[config.mk]
export PLATFORM = sky130hd
export DESIGN_NAME = freqmeter_irq_servicer
export DESIGN_NICKNAME = d
export VERILOG_FILES = /design/src/rtl/freqmeter_irq_servicer.sv
export SDC_FILE = /design/constraint.sdc
export NUM_CORES = 1
export LEC_CHECK = 0
export ABC_AREA = 1
export CAP_MARGIN = 0
export CORE_MARGIN = 3
export CORE_UTILIZATION = 52
export CTS_CLUSTER_DIAMETER = 120
export DETAILED_ROUTE_END_ITERATION = 16
export PLACE_DENSITY = 0.8
export SLEW_MARGIN = 0
export SYNTH_ARGS = -nofsm -noshare
export SYNTH_HDL_FRONTEND = slang
export SYNTH_SLANG_ARGS = --single-unit
[constraint.sdc]
create_clock -name clk_i -period 2.1 [get_ports clk_i]
set_input_delay 0.42 -clock clk_i [delete_from_list [all_inputs] [get_ports clk_i]]
set_output_delay 0.42 -clock clk_i [all_outputs]
set_load 0.02 [all_outputs]
[src/rtl/freqmeter_irq_servicer.sv]
// Wishbone classic initiator that services the freqmeters slave without the CPU.
// It programs the IRQ mask and per-channel reload counts, then waits for inta. On each
// interrupt it reads the pending flags and, for each flagged channel in ascending order,
// reads the master and input counts, presents them on a valid/ready result stream,
// restarts the channel and clears its flag.
// Ports:
//   clk_i, rst_i (async, active-low)      clock and reset
//   cyc_o/stb_o/adr_o/we_o/dat_o          Wishbone request (single accesses only)
//   dat_i/ack_i                           Wishbone response
//   inta_i                                freqmeter interrupt (level)
//   enable_i, mask_i, reload_i            run control; mask/reload latched on start
//   res_valid_o/res_ready_i/res_*_o       result stream (channel, master count, input count)
//   busy_o                                high outside IDLE/WAIT_IRQ
//   timeout_o                             one-cycle pulse when a bus access is abandoned
module freqmeter_irq_servicer #(
  parameter int unsigned INPUTS_COUNT = 24,
  parameter int unsigned TIMEOUT      = 255
) (
  input  logic                    clk_i,
  input  logic                    rst_i,
  output logic                    cyc_o,
  output logic                    stb_o,
  output logic [8:0]              adr_o,
  output logic                    we_o,
  output logic [31:0]             dat_o,
  input  logic [31:0]             dat_i,
  input  logic                    ack_i,
  input  logic                    inta_i,
  input  logic                    enable_i,
  input  logic [INPUTS_COUNT-1:0] mask_i,
  input  logic [31:0]             reload_i,
  output logic                    res_valid_o,
  input  logic                    res_ready_i,
  output logic [4:0]              res_chan_o,
  output logic [31:0]             res_master_o,
  output logic [31:0]             res_input_o,
  output logic                    busy_o,
  output logic                    timeout_o
);

  localparam int unsigned TmoW = $clog2(TIMEOUT + 1);

  typedef enum logic [3:0] {
    StIdle, StInitMask, StInitRld, StWaitIrq, StRdFlags, StScan,
    StRdMaster, StRdInput, StOutput, StRestart, StClear
  } state_e;

  state_e                  state_q, state_d;
  logic                    cyc_q, cyc_d;
  logic [8:0]              adr_q, adr_d;
  logic                    we_q, we_d;
  logic [31:0]             dat_q, dat_d;
  logic [TmoW-1:0]         tmo_q, tmo_d;
  logic                    tmo_pulse_q, tmo_pulse_d;
  logic [4:0]              ch_q, ch_d;
  logic [INPUTS_COUNT-1:0] mask_q, mask_d;
  logic [31:0]             reload_q, reload_d;
  logic [INPUTS_COUNT-1:0] pend_q, pend_d;
  logic [INPUTS_COUNT-1:0] flags_q, flags_d;
  logic [4:0]              res_chan_q, res_chan_d;
  logic [31:0]             res_master_q, res_master_d;
  logic [31:0]             res_input_q, res_input_d;

  logic                    done;
  logic                    req;
  logic [8:0]              req_adr;
  logic                    req_we;
  logic [31:0]             req_dat;
  logic [31:0]             mask_ext;
  logic                    unused_dat;

  assign unused_dat = ^dat_i;

  function automatic logic [4:0] lowest(input logic [INPUTS_COUNT-1:0] v);
    lowest = '0;
    for (int i = int'(INPUTS_COUNT) - 1; i >= 0; i--) begin
      if (v[i]) lowest = 5'(i);
    end
  endfunction

  always_comb begin
    mask_ext = '0;
    mask_ext[INPUTS_COUNT-1:0] = mask_q;
  end

  always_comb begin
    state_d      = state_q;
    cyc_d        = cyc_q;
    adr_d        = adr_q;
    we_d         = we_q;
    dat_d        = dat_q;
    tmo_d        = tmo_q;
    tmo_pulse_d  = 1'b0;
    ch_d         = ch_q;
    mask_d       = mask_q;
    reload_d     = reload_q;
    pend_d       = pend_q;
    flags_d      = flags_q;
    res_chan_d   = res_chan_q;
    res_master_d = res_master_q;
    res_input_d  = res_input_q;
    done         = 1'b0;
    req          = 1'b0;
    req_adr      = '0;
    req_we       = 1'b0;
    req_dat      = '0;

    // Bus engine: completion on ack, abandon after TIMEOUT strobe cycles.
    if (cyc_q) begin
      if (ack_i) begin
        done  = 1'b1;
        cyc_d = 1'b0;
        adr_d = '0;
        we_d  = 1'b0;
        dat_d = '0;
        tmo_d = '0;
      end else if (tmo_q == TmoW'(TIMEOUT - 1)) begin
        cyc_d       = 1'b0;
        adr_d       = '0;
        we_d        = 1'b0;
        dat_d       = '0;
        tmo_d       = '0;
        tmo_pulse_d = 1'b1;
        state_d     = StWaitIrq;
      end else begin
        tmo_d = tmo_q + 1'b1;
      end
    end

    unique case (state_q)
      StIdle: begin
        if (enable_i) begin
          mask_d   = mask_i;
          reload_d = reload_i;
          state_d  = StInitMask;
        end
      end
      StInitMask: begin
        req = 1'b1; req_adr = 9'h000; req_we = 1'b1; req_dat = mask_ext;
        if (done) begin
          pend_d  = mask_q;
          state_d = StInitRld;
        end
      end
      StInitRld: begin
        if (done) begin
          for (int i = 0; i < int'(INPUTS_COUNT); i++) begin
            if (ch_q == 5'(i)) pend_d[i] = 1'b0;
          end
        end else if (!cyc_q) begin
          if (pend_q == '0) begin
            state_d = StWaitIrq;
          end else begin
            ch_d = lowest(pend_q);
            req = 1'b1; req_adr = {2'b01, lowest(pend_q), 2'b00}; req_we = 1'b1;
            req_dat = reload_q;
          end
        end
      end
      StWaitIrq: begin
        if (!enable_i)   state_d = StIdle;
        else if (inta_i) state_d = StRdFlags;
      end
      StRdFlags: begin
        req = 1'b1; req_adr = 9'h000;
        if (done) begin
          flags_d = dat_i[INPUTS_COUNT-1:0] & mask_q;
          state_d = StScan;
        end
      end
      StScan: begin
        if (flags_q == '0) begin
          state_d = StWaitIrq;
        end else begin
          ch_d    = lowest(flags_q);
          state_d = StRdMaster;
        end
      end
      StRdMaster: begin
        req = 1'b1; req_adr = {2'b10, ch_q, 2'b00};
        if (done) begin
          res_master_d = dat_i;
          state_d      = StRdInput;
        end
      end
      StRdInput: begin
        req = 1'b1; req_adr = {2'b11, ch_q, 2'b00};
        if (done) begin
          res_input_d = dat_i;
          res_chan_d  = ch_q;
          state_d     = StOutput;
        end
      end
      StOutput: begin
        if (res_ready_i) state_d = StRestart;
      end
      StRestart: begin
        req = 1'b1; req_adr = {2'b01, ch_q, 2'b00}; req_we = 1'b1; req_dat = reload_q;
        if (done) state_d = StClear;
      end
      StClear: begin
        req = 1'b1; req_adr = 9'h004; req_we = 1'b1; req_dat = 32'd1 << ch_q;
        if (done) begin
          for (int i = 0; i < int'(INPUTS_COUNT); i++) begin
            if (ch_q == 5'(i)) flags_d[i] = 1'b0;
          end
          state_d = StScan;
        end
      end
      default: state_d = StIdle;
    endcase

    // A new access starts only from a quiet bus, which guarantees the idle gap.
    if (req && !cyc_q) begin
      cyc_d = 1'b1;
      adr_d = req_adr;
      we_d  = req_we;
      dat_d = req_dat;
      tmo_d = '0;
    end

    // Disable takes effect on state changes; a captured result is still delivered.
    if (!enable_i && state_d != state_q && state_d != StOutput && state_d != StIdle) begin
      state_d = StIdle;
    end
  end

  always_ff @(posedge clk_i or negedge rst_i) begin
    if (!rst_i) begin
      state_q      <= StIdle;
      cyc_q        <= 1'b0;
      adr_q        <= '0;
      we_q         <= 1'b0;
      dat_q        <= '0;
      tmo_q        <= '0;
      tmo_pulse_q  <= 1'b0;
      ch_q         <= '0;
      mask_q       <= '0;
      reload_q     <= '0;
      pend_q       <= '0;
      flags_q      <= '0;
      res_chan_q   <= '0;
      res_master_q <= '0;
      res_input_q  <= '0;
    end else begin
      state_q      <= state_d;
      cyc_q        <= cyc_d;
      adr_q        <= adr_d;
      we_q         <= we_d;
      dat_q        <= dat_d;
      tmo_q        <= tmo_d;
      tmo_pulse_q  <= tmo_pulse_d;
      ch_q         <= ch_d;
      mask_q       <= mask_d;
      reload_q     <= reload_d;
      pend_q       <= pend_d;
      flags_q      <= flags_d;
      res_chan_q   <= res_chan_d;
      res_master_q <= res_master_d;
      res_input_q  <= res_input_d;
    end
  end

  assign cyc_o        = cyc_q;
  assign stb_o        = cyc_q;
  assign adr_o        = adr_q;
  assign we_o         = we_q;
  assign dat_o        = dat_q;
  assign timeout_o    = tmo_pulse_q;
  assign res_valid_o  = (state_q == StOutput);
  assign res_chan_o   = res_chan_q;
  assign res_master_o = res_master_q;
  assign res_input_o  = res_input_q;
  assign busy_o       = (state_q != StIdle) && (state_q != StWaitIrq);

endmodule

==> impl_metrics.yaml <==
timing:
  finClkSkew_ns: 0.0135
  tns_ns: -0.339
  part_of_the_cycle_the_worst_path_needs_pct: 103
  finalCriticalPeriod_ns: 2.16
  fmax_mhz: 462
  hold_violation_count_in_the_final_report: 0
  timing.max_slew.rel_slack_pct: 62.8
  slew_violations: 0
  setup_violations: 18
  tightestPinTransition_ns: 0.553
  grt_setup_unrepaired: "yes"
  worst_slack_ns: -0.0627
synthesis:
  synth-async-reset-ratio_pct: 100
  yosys-top-cells-area: "sky130_fd_sc_hd__dfrtp_1 54%, sky130_fd_sc_hd__nand2_1 9.2%, sky130_fd_sc_hd__o21ai_0 7.4%"
  synth.ff_latch_count: 232
  synth_top_cell_by_area: "sky130_fd_sc_hd__dfrtp_1"
  synth_enable_flop_cells: 0
  postSynthAreaPerCell_um2: 8.74
  synthFlopType: "sky130_fd_sc_hd__dfrtp_1"
  post_synth_top_area_share_pct: 53.8
  synth_cell_type_count: 51
  synthesis.yosys.warnings: 0
  post_synth_instance_area_um2: 10800
  synthCells: 1234
  synth-seq-area-share_pct: 53.8
cells_and_area:
  layout.filler_cells: 1466
  multiInputGateArea_um2: 4320
  drive_gt1_share_pct: 18.5
  final_util_pct: 74.3
  area_growth_pct: 39.8
  final_cell_area_um2: 15100
  insertedDiodeCount: 0
  layoutNonFillerInstCount: 1801
  nNetsFinal: 1610
  area.sequential_um2: 5810
placement:
  dp_hpwl_um: 24000
  gp_congestion: 1.01
  post_dp_cell_area_um2: 13700
  dpl_worst_slack_ns: -0.177
  port_buffers: 207
  placed_cells_incl_taps: 1740
cts:
  clock_tree.buffer_depth: 3
  source_to_sink_clock_delay_at_the_later_pin_of_the_worst_skew_pair_ns: 0.52
  cts_root_buffer: "sky130_fd_sc_hd__clkbuf_16"
  tritoncts: "built"
  cts-buffers-inserted: 25
  worst_setup_hold_path_clk_slew_ns: 0.06
  cts_sinks: 232
  h_tree_levels: 1
job:
  drv.max_cap_violation_count: 0
drt:
  via_count: 10200
  drtIter0Drc: 1024
  wire_per_inst_um: 19.1
  firstDrtPassIters: 5
  drtAntennaViolNets: 0
  post_drt_via_cell_ratio: 5.67
  wl_um: 34500
  remaining_drcs: 0
critical_path:
  endpoint_kind: "register"
  critical_path.max_fanout: 4
  timing.critical_path.arrival_ns: 2.57
  setup.worst_path.start_class: "register"
  worst-r2r-setup-slack_ns: -0.06
  crit_required_ns: 2.51
  rr_endpoint: "state_q[1]$_DFF_PN0_"
  critical_path.reg2reg.startpoint: "flags_q[10]$_DFFE_PN0P_"
  criticalPathCategory: "reg -> reg"
  timing.reg2reg.worst_path_depth: 12
die:
  fp-row-count: 52
  die_outline_width_um: 150
  area_of_the_die_um2: 22500
  floorplan.core_area_um2: 20300
  initial_core_util_pct: 53.1
  top_level_ports: 210
  dieHeight_um: 150
power_and_ir_drop:
  power.leakage_nw: 6.94
  vdd_drop_max_mv: 0.692
  total_power_density_per_cell_area_nw_per_um2: 1260
run_status:
  violated_checks: "negative setup slack"
  status: "finished with violations"
global_route:
  first_global_vias: 9758
  grt_start_max_net_pins: 64
  grt_overflow: 0
  global_route_wire_length_before_repair_um: 51700
  grt_usage_pct: 29.0
  antenna_found_initial: 0
hold_path:
  timing.hold.worst.class: "in -> async"
## registers in the layout, indices dropped and copies added (netlist names)
signal,cells
timeout_o,1
dat_o,32
cyc_o,1
res_master_o,32
res_chan_o,5
res_input_o,32
ch_q,5
state_q,4
adr_o,7
mask_q,24
flags_q,24
we_o,1
tmo_q,8
pend_q,24
reload_q,32
## layout make-up
cell class | instances | share of cell area (%)
Clock buffer | 33 | 4.61
Clock inverter | 11 | 0.813
Inverter | 174 | 4.51
Multi-Input combinational cell | 769 | 28.6
Sequential cell | 232 | 38.5
Tap cell | 270 | 2.24
Timing Repair Buffer | 312 | 20.7
## cells by family after synthesis
kind of cell | synth area share [%]
AND/OR/NAND/NOR | 16.2
AO/OA/AOI/OAI | 17.9
buffers and inverters | 8.85
flip-flops | 53.8
multiplexers | 2.40
XOR/XNOR | 0.487
adder cells (fa/ha/maj) | 0.232
other | 0.0348
## per-layer routing
layer / vias to the layer above / global-route usage, % / part of all wire [%]
li1: 4665 / - / -
met5: - / 0 / 0
met3: 90 / 4.75 / 9.7
met4: 0 / 9.61 / 3.7
met2: 549 / 45.2 / 46
met1: 4902 / 41.6 / 41
## critical path: stages, from the launching register on
cell	delay, ns
sky130_fd_sc_hd__dfrtp_1	0.40
sky130_fd_sc_hd__nor2_2	0.18
sky130_fd_sc_hd__nand2_1	0.10
sky130_fd_sc_hd__nor2_1	0.12
sky130_fd_sc_hd__nand4_1	0.28
sky130_fd_sc_hd__nor2_1	0.27
sky130_fd_sc_hd__nor4_1	0.09
sky130_fd_sc_hd__nand3_1	0.13
sky130_fd_sc_hd__inv_1	0.07
sky130_fd_sc_hd__a31oi_1	0.16
sky130_fd_sc_hd__o31ai_2	0.10
sky130_fd_sc_hd__inv_2	0.09
sky130_fd_sc_hd__nor2_1	0.04
## stage by stage
step / power (mW) / hold slack [ns]
3_3_place_gp: 13.2 / 0.356
6_report: 19.0 / 0.408
5_1_grt: 19.9 / 0.446
2_1_floorplan: 10.7 / 0.124
3_5_place_dp: 13.4 / 0.357
4_1_cts: 18.0 / 0.399
## power breakdown
| part | internal, mW | leakage [nW] | switching (mW) |
|---|---|---|---|
| logic | 3.18 | 3.56 | 4.50 |
| registers | 5.81 | 2.98 | 1.06 |
| clock network | 2.58 | 0.403 | 1.82 |
## synthesized netlist by cell type (4+ instances only)
| master | instances |
|---|---|
| sky130_fd_sc_hd__nand2_1 | 263 |
| sky130_fd_sc_hd__nand3_1 | 11 |
| sky130_fd_sc_hd__dfrtp_1 | 232 |
| sky130_fd_sc_hd__o32ai_1 | 6 |
| sky130_fd_sc_hd__nand4_1 | 27 |
| sky130_fd_sc_hd__nor2_1 | 82 |
| sky130_fd_sc_hd__mux2_2 | 23 |
| sky130_fd_sc_hd__o21ai_0 | 159 |
| sky130_fd_sc_hd__clkbuf_1 | 40 |
| sky130_fd_sc_hd__a21oi_1 | 60 |
| sky130_fd_sc_hd__buf_2 | 10 |
| sky130_fd_sc_hd__o221ai_1 | 17 |
| sky130_fd_sc_hd__inv_2 | 19 |
| sky130_fd_sc_hd__xor2_1 | 5 |
| sky130_fd_sc_hd__inv_1 | 152 |
| sky130_fd_sc_hd__buf_6 | 6 |
| sky130_fd_sc_hd__nor3_1 | 10 |
| sky130_fd_sc_hd__a31oi_1 | 4 |
| sky130_fd_sc_hd__o22ai_1 | 27 |
| sky130_fd_sc_hd__a22o_1 | 30 |
## worst max path at each step
stage	from	end	slack [ns]
3_3_place_gp	ack_i	state_q[2]$_DFF_PN0_	-0.13
3_5_place_dp	ack_i	state_q[0]$_DFF_PN0_	-0.18
4_1_cts	pend_q[14]$_DFFE_PN0P_	dat_o[18]$_DFFE_PN0P_	-0.002
5_1_grt	flags_q[22]$_DFFE_PN0P_	ch_q[0]$_DFFE_PN0P_	-0.19
6_report	flags_q[10]$_DFFE_PN0P_	state_q[1]$_DFF_PN0_	-0.06
2_1_floorplan	state_q[1]$_DFF_PN0_	state_q[2]$_DFF_PN0_	0.15
## layout by cell type (no fill, tap or decap), types with 5 or more instances in the layout
cell type | synthesis | layout
sky130_fd_sc_hd__nand2_1 | 263 | 240
sky130_fd_sc_hd__nand2_2 | 3 | 18
sky130_fd_sc_hd__inv_2 | 19 | 21
sky130_fd_sc_hd__nand3_1 | 11 | 9
sky130_fd_sc_hd__nor3_1 | 10 | 8
sky130_fd_sc_hd__clkdlybuf4s50_1 | 0 | 202
sky130_fd_sc_hd__o221ai_1 | 17 | 17
sky130_fd_sc_hd__o22ai_1 | 27 | 27
sky130_fd_sc_hd__nand2_4 | 0 | 8
sky130_fd_sc_hd__nor2_1 | 82 | 54
sky130_fd_sc_hd__o32ai_1 | 6 | 6
sky130_fd_sc_hd__nor2_4 | 3 | 10
sky130_fd_sc_hd__nor2_2 | 2 | 23
sky130_fd_sc_hd__o21ai_2 | 1 | 9
sky130_fd_sc_hd__dfrtp_1 | 232 | 228
sky130_fd_sc_hd__xor2_1 | 5 | 5
sky130_fd_sc_hd__clkbuf_16 | 0 | 29
sky130_fd_sc_hd__buf_12 | 0 | 14
sky130_fd_sc_hd__buf_4 | 3 | 85
sky130_fd_sc_hd__mux2_2 | 23 | 23
sky130_fd_sc_hd__inv_1 | 152 | 147
sky130_fd_sc_hd__a22o_1 | 30 | 30
sky130_fd_sc_hd__nand4_1 | 27 | 27
sky130_fd_sc_hd__a21oi_1 | 60 | 59
sky130_fd_sc_hd__o21ai_0 | 159 | 150
## repair_timing
| action | CTS | global route |
|---|---|---|
| buffers inserted | 3 | 8 |
| pin swaps | 6 | 19 |
| gates cloned | 0 | 5 |
| endpoints found under the setup margin | 46 | 67 |
| hold buffers | 1 | 0 |
| resized for setup | 28 | 92 |
| hold endpoints to repair | 47 | 0 |
Power figures use the tool's default switching activity.
